===== src/rtl/cpu_defs.sv =====
// Shared core definitions for the fetch front end and decode.
//   INSTR_BYTES      : byte stride between sequential instructions
//   RESET_PC_DEFAULT : default first fetch address after reset
//   NOP_INSTR        : encoding decode inserts for pipeline bubbles
package cpu_defs;

    localparam int          INSTR_BYTES      = 4;
    localparam logic [63:0] RESET_PC_DEFAULT = 64'h0;
    localparam logic [31:0] NOP_INSTR        = 32'h0000_0013;

endpackage


===== src/rtl/fifo_sync.sv =====
// Synchronous FIFO with flush, used to buffer fetched {pc, instr} pairs.
// Ports:
//   clk, arst      : clock, asynchronous active-high reset
//   flush          : empties the FIFO at the clock edge (beats push/pop)
//   push, wdata    : write one entry (caller guarantees not full)
//   pop            : remove the head entry (ignored when empty)
//   rdata          : head entry
//   count          : number of occupied entries
module fifo_sync #(
    parameter int WIDTH = 96,
    parameter int DEPTH = 4
) (
    input  logic                         clk,
    input  logic                         arst,
    input  logic                         flush,
    input  logic                         push,
    input  logic                         pop,
    input  logic [WIDTH-1:0]             wdata,
    output logic [WIDTH-1:0]             rdata,
    output logic [$clog2(DEPTH+1)-1:0]   count
);

    localparam int AW = $clog2(DEPTH);
    localparam int CW = $clog2(DEPTH+1);

    logic [WIDTH-1:0] mem [DEPTH];
    logic [AW-1:0]    rd_ptr;
    logic [AW-1:0]    wr_ptr;
    logic             do_pop;

    assign do_pop = pop && (count != '0);
    assign rdata  = mem[rd_ptr];

    // DEPTH is a power of two, so the pointers wrap naturally.
    always_ff @(posedge clk or posedge arst) begin
        if (arst) begin
            rd_ptr <= '0;
            wr_ptr <= '0;
            count  <= '0;
        end else if (flush) begin
            rd_ptr <= '0;
            wr_ptr <= '0;
            count  <= '0;
        end else begin
            if (push)
                wr_ptr <= wr_ptr + AW'(1);
            if (do_pop)
                rd_ptr <= rd_ptr + AW'(1);
            count <= count + CW'(push) - CW'(do_pop);
        end
    end

    always_ff @(posedge clk) begin
        if (push && !flush)
            mem[wr_ptr] <= wdata;
    end

endmodule


===== src/rtl/if_prefetch_buffer.sv =====
// Instruction-fetch front end: issues sequential reads to the synchronous
// instruction SRAM, buffers returned {pc, instr} pairs and hands them to
// decode over valid/ready. A redirect flushes the buffer and restarts fetch.
// Ports:
//   clk, arst                    : clock, asynchronous active-high reset
//   enable                       : allows new reads (draining continues)
//   redirect_valid, redirect_pc  : flush and restart at redirect_pc (word aligned)
//   imem_ren, imem_addr          : SRAM read strobe and byte address
//   imem_rdata                   : SRAM data, valid the cycle after imem_ren
//   out_valid, out_ready         : decode handshake for the head entry
//   out_instr, out_pc            : head instruction and its address
//   count                        : occupied buffer entries
module if_prefetch_buffer
    import cpu_defs::*;
#(
    parameter int                DATA_W   = 64,
    parameter int                INSTR_W  = 32,
    parameter int                DEPTH    = 4,
    parameter logic [DATA_W-1:0] RESET_PC = DATA_W'(RESET_PC_DEFAULT)
) (
    input  logic                         clk,
    input  logic                         arst,
    input  logic                         enable,
    input  logic                         redirect_valid,
    input  logic [DATA_W-1:0]            redirect_pc,
    output logic                         imem_ren,
    output logic [DATA_W-1:0]            imem_addr,
    input  logic [INSTR_W-1:0]           imem_rdata,
    output logic                         out_valid,
    input  logic                         out_ready,
    output logic [INSTR_W-1:0]           out_instr,
    output logic [DATA_W-1:0]            out_pc,
    output logic [$clog2(DEPTH+1)-1:0]   count
);

    localparam int CW = $clog2(DEPTH+1);

    logic [DATA_W-1:0]         fetch_pc;
    logic [DATA_W-1:0]         inflight_pc;
    logic                      inflight;
    logic                      inflight_drop;
    logic [CW:0]               credit_used;
    logic                      issue;
    logic                      push;
    logic                      pop;
    logic [CW-1:0]             fifo_count;
    logic [DATA_W+INSTR_W-1:0] head;

    // Entries already buffered plus the read on its way back must leave room,
    // so a push can never land in a full FIFO.
    assign credit_used = {1'b0, fifo_count} + (CW+1)'(inflight);
    assign issue       = !arst && enable && !redirect_valid &&
                         (credit_used < (CW+1)'(DEPTH));

    assign imem_ren  = issue;
    assign imem_addr = fetch_pc;

    // A response arriving alongside a redirect belongs to the abandoned stream.
    assign push = inflight && !inflight_drop && !redirect_valid;
    assign pop  = out_valid && out_ready;

    always_ff @(posedge clk or posedge arst) begin
        if (arst) begin
            fetch_pc      <= RESET_PC;
            inflight_pc   <= '0;
            inflight      <= 1'b0;
            inflight_drop <= 1'b0;
        end else begin
            inflight      <= issue;
            inflight_drop <= redirect_valid;
            if (issue)
                inflight_pc <= fetch_pc;
            if (redirect_valid)
                fetch_pc <= redirect_pc & ~DATA_W'(INSTR_BYTES - 1);
            else if (issue)
                fetch_pc <= fetch_pc + DATA_W'(INSTR_BYTES);
        end
    end

    fifo_sync #(
        .WIDTH (DATA_W + INSTR_W),
        .DEPTH (DEPTH)
    ) u_fifo (
        .clk   (clk),
        .arst  (arst),
        .flush (redirect_valid),
        .push  (push),
        .pop   (pop),
        .wdata ({inflight_pc, imem_rdata}),
        .rdata (head),
        .count (fifo_count)
    );

    // Storage is not reset, so the head is masked to zero while empty.
    assign count     = fifo_count;
    assign out_valid = (fifo_count != '0);
    assign out_pc    = out_valid ? head[DATA_W+INSTR_W-1:INSTR_W] : '0;
    assign out_instr = out_valid ? head[INSTR_W-1:0] : '0;

endmodule


===== config.mk =====
export PLATFORM = sky130hd
export DESIGN_NAME = if_prefetch_buffer
export DESIGN_NICKNAME = d
export VERILOG_FILES = /design/src/rtl/cpu_defs.sv /design/src/rtl/fifo_sync.sv /design/src/rtl/if_prefetch_buffer.sv
export SDC_FILE = /design/constraint.sdc
export NUM_CORES = 1
export LEC_CHECK = 0
export BUFFER_PORTS_ARGS = -buffer_cell sky130_fd_sc_hd__buf_2
export CAP_MARGIN = 10
export CORE_ASPECT_RATIO = 0.75
export CORE_MARGIN = 2
export CORE_UTILIZATION = 60
export CTS_CLUSTER_DIAMETER = 30
export DETAILED_ROUTE_END_ITERATION = 6
export PLACE_DENSITY_LB_ADDON = 0.12
export SLEW_MARGIN = 10
export SYNTH_ARGS = -nofsm -noshare
export SYNTH_HDL_FRONTEND = slang
export SYNTH_HIERARCHICAL = 1
export SYNTH_SLANG_ARGS = --single-unit

===== constraint.sdc =====
create_clock -name clk -period 10.1 [get_ports clk]
set_clock_uncertainty 0.2 [all_clocks]
set_input_delay 1.515 -clock clk [delete_from_list [all_inputs] [get_ports clk]]
set_output_delay 1.515 -clock clk [all_outputs]
set_load 0.02 [all_outputs]

==> results.md <==
Run status:
- The flow ran to the end, and the final reports show no timing, DRC or antenna violations.

Die:
- The number of top-level design ports is 266.
- The core region area is 35700 µm².
- The starting density of the core is 0.605.
- The die covers 37500 µm².
- In this run the core area contains 60 standard-cell rows.
- The chip width is 223 µm.
- The die is 168 µm tall.

Finish:
- The multi-input combinational cells in the finished layout cover a total of 6270 µm².
- The library cells used most frequently in the layout, excluding fill and tap cells, are 384 x edfxtp_1, 261 x buf_2, 241 x nand2_1.
- The most common cell after layout, fill and taps aside is edfxtp_1.
- After the last flow step, the layout net total stands at 1810.
- The number of antenna repair diodes is 0.
- The layout filler cell count is ~2300.
- The sequential cells in the finished layout cover a total of 14900 µm².
- In the final layout, the share of cells above drive strength 1 is 0.308.
- The post-route cell area is about 26000 µm².
- Relative to the synthesized area, the layout overhead comes to 20.0%.

Global routing:
- The number of global-route vias before repair came to 13500.
- Summed over all layers, the global routing overflow is 0.
- The total routing resource utilization after global routing is 0.279.
- The number of antenna violations at the first check in global routing is 1.
- The maximum number of pins on one net before global-route repair is between 90 and 100.
- The first global-routing pass estimated 78500 µm of wire.

Drt:
- The iteration-0 DRC count of the detailed router is 1196.
- The count of vias placed by the detailed router is 13500.
- In the detailed route, the total length drawn on met2 is about 25000 µm.
- After detailed routing, the average wire length per cell comes to 22.9 µm.
- The total wirelength of the detailed-routed design is 51100 µm.
- The met3 wirelength from detailed routing is ~3700 µm.
- The detailed-route wire length on metal 1 is roughly 21000 µm.
- After detailed routing, no signal wire sits above met5.
- The via-per-instance ratio is ~6.
- After detailed routing, the number of remaining DRC violations is 0.
- The number of nets with antenna violations after routing is 0.
- For this run, the detailed router's first-pass iteration total came to 5.

Placed design:
- In this run the cell area measured after placement is 23200 µm².
- The congestion estimate from routability-driven global placement came to around 0.87.
- The number of I/O port buffers is 261.
- Once detailed placement completed, the half-perimeter wirelength came to 31100 µm.

Worst setup path:
- The startpoint class of the critical path is a flip-flop.
- For the worst setup path, the data arrival time is around 3.2 ns.
- Data on the critical path is required at its endpoint by 8.39 ns.
- STA classifies the critical path endpoint as an output port.
- The largest fanout of any net on the critical path is 35.
- The startpoint identified for the worst register-to-register timing path is u_fifo/count[2]$_DFF_PP0_.
- The setup path with the least slack is of type flip-flop to output port.
- The origin of the worst setup path is u_fifo/rd_ptr[0]$_DFFE_PP0P_.

Synthesis:
- The number of warning messages in the yosys log is 6.
- The sequential element share of the synthesized area is 0.689.
- The count of flip-flops with a built-in enable after synthesis is between 300 and 400.
- The most frequently used flop master after synthesis is edfxtp_1.
- The distinct cell type count of the synthesized netlist is 60.
- The average cell area after synthesis is 15.2 µm².
- The number of register bits inferred by synthesis is 517.
- The synthesized instance count is 1416.
- In the synthesized netlist the async set-or-reset flop fraction comes to 0.257.
- Summing every instance area after synthesis gives 21600 µm².

Power:
- IR analysis of the VDD net gives a maximum drop of 0.000157 V.
- The power density of the placed cells is 210 nW/µm².
- The leakage dissipation is 10.0 nW.

STA:
- In the finished design, the share of the clock period the worst path needs comes to 0.485.
- The slew at the pin with the worst max-slew slack is 1.08 ns.
- The final number of max-transition violations is 0.
- The number of hold violations in the final report came to 0.
- The final critical delay including setup and external delays is around 4.9 ns.
- The total negative slack is 0 ns.
- The worst max-slew margin expressed relative to the limit is 0.281.
- Setup repair after global routing left no endpoint under its margin.
- The total of endpoints with negative setup slack in the final report is 0.
- The maximum operating frequency is roughly 0.2 GHz.

Clocking:
- The worst-case clock buffer depth is 3.
- The clock transition at the register clock pins on the worst setup and hold paths after CTS is 0.05 ns.
- The master cell of the clock root buffer is clkbuf_16.
- Hold repair after CTS inserted 0 buffers.
- The number of gates given a new drive strength after cts is 0.
- Buffers added to address setup during post-CTS repair amount to 0.
- The clock tree from TritonCTS is done.
- The H-tree level count is 3.
- The TritonCTS buffer count is between 70 and 80.
- The clock insertion delay at the later pin of the skew report is 0.60 ns.
- The count of clock tree sinks is 517.

Flow run:
- The count of max-cap constraint violations is 0.

Worst hold path:
- The worst min-delay path category is flip-flop to flip-flop.
- The start point of the worst min-delay path is inflight_pc[19]$_DFFE_PP0P_.
[area by class of cell]
class / count / area share
clock buffers: 88 / 0.0805
clock inverters: 57 / 0.0219
inverters: 22 / 0.00339
multi-input cells: 806 / 0.243
flip-flops and latches: 517 / 0.575
well taps: 465 / 0.0225
repair buffers: 275 / 0.0546
[sequential cells by signal, indices dropped and copies added, names as in the netlist]
register       flops
inflight_pc       62
u_fifo/wr_ptr      2
inflight           1
u_fifo/mem       384
u_fifo/count       3
u_fifo/rd_ptr      2
inflight_drop      1
imem_addr         62
[cells by family after synthesis]
group | after synthesis | synth area share
XOR/XNOR | 3 | 0.00186
adder cells (fa/ha/maj) | 8 | 0.00499
AND/OR/NAND/NOR | 547 | 0.134
multiplexers | 105 | 0.105
buffers and inverters | 102 | 0.0226
other | 1 | 0.000174
AO/OA/AOI/OAI | 133 | 0.0427
flip-flops | 517 | 0.689
[worst max-delay path, stage by stage, from the launching register on]
cell     delay (ns)
dfrtp_4        0.86
buf_4          0.71
mux4_2         0.63
and2_1         0.16
buf_2          0.16
[per-layer routing]
metal,vias up,GRT usage
li1,5989,-
met1,6801,0.388
met2,558,0.441
met3,100,0.0618
met4,2,0.106
met5,-,0
[stage by stage]
| stage | hold WS [ns] | instances | worst slack [ns] | util | power, mW |
|---|---|---|---|---|---|
| 2_1_floorplan | 0.276 | 1425 | 4.41 | - | 2.68 |
| 3_3_place_gp | 0.293 | 2085 | 5.04 | 0.651 | 2.80 |
| 3_5_place_dp | 0.300 | 2085 | 5.05 | 0.651 | 2.82 |
| 4_1_cts | 0.312 | 2230 | 5.11 | 0.725 | 5.46 |
| 5_1_grt | 0.332 | 2230 | 4.98 | 0.725 | 5.60 |
| 6_report | 0.310 | 2230 | 5.20 | 0.725 | 5.43 |
[Yosys cell counts, types with 3 or more instances]
master    instances  area, µm²
and4_1            7       61.3
clkbuf_1         46        173
or3_1             5       31.3
and3_1           13       81.3
nor2_1           27        101
o311ai_0         12        105
nor2b_1           9       56.3
nand2b_1          4       25.0
nor4_1            8       50.1
a221o_1           9       90.1
o21ai_0          41        205
and2_1          107        669
buf_4            10       75.1
or4_1            11       82.6
o31a_1            5       43.8
ha_1              7       87.6
edfxtp_1        384      11500
nand4_1          26        163
nor3_1           13       65.1
a21oi_1          12       60.1
inv_1            22       82.6
nand4_4           3       63.8
nor4_4            4       85.1
mux2_2            4       45.0
a31oi_1           8       50.1
nand4_2           4       50.1
mux2i_1           5       50.1
nand2_1         242        908
mux4_2           96       2160
a21o_1            3       22.5
buf_2            21        105
dfrtp_1         133       3330
a41oi_1           5       43.8
o211ai_1         17        128
o21bai_1          9       67.6
nand3_1          50        250
nor4_2            4       50.1
[power breakdown]
group          switching [mW]  internal, mW  total (mW)  leakage, nW
logic                   0.174        0.0892       0.264         3.58
registers               0.117          2.40        2.52         5.14
clock network           0.999          1.64        2.64         1.29
[worst paths after layout]
check                                               endpoint  slack (ns)  cells past startpoint
worst min-delay path             u_fifo/mem[3][51]$_DFFE_PP_        0.31                      0
worst min register to register   u_fifo/mem[3][51]$_DFFE_PP_        0.31                      0
max in group asynchronous         inflight_pc[6]$_DFFE_PP0P_        7.50                      3
min in group asynchronous       u_fifo/wr_ptr[0]$_DFFE_PP0P_        0.70                      2
worst max register to register     imem_addr[17]$_DFFE_PP0P_        6.56                      8
worst max-delay path                              out_pc[26]        5.20                      4
Power figures use the tool's default switching activity.
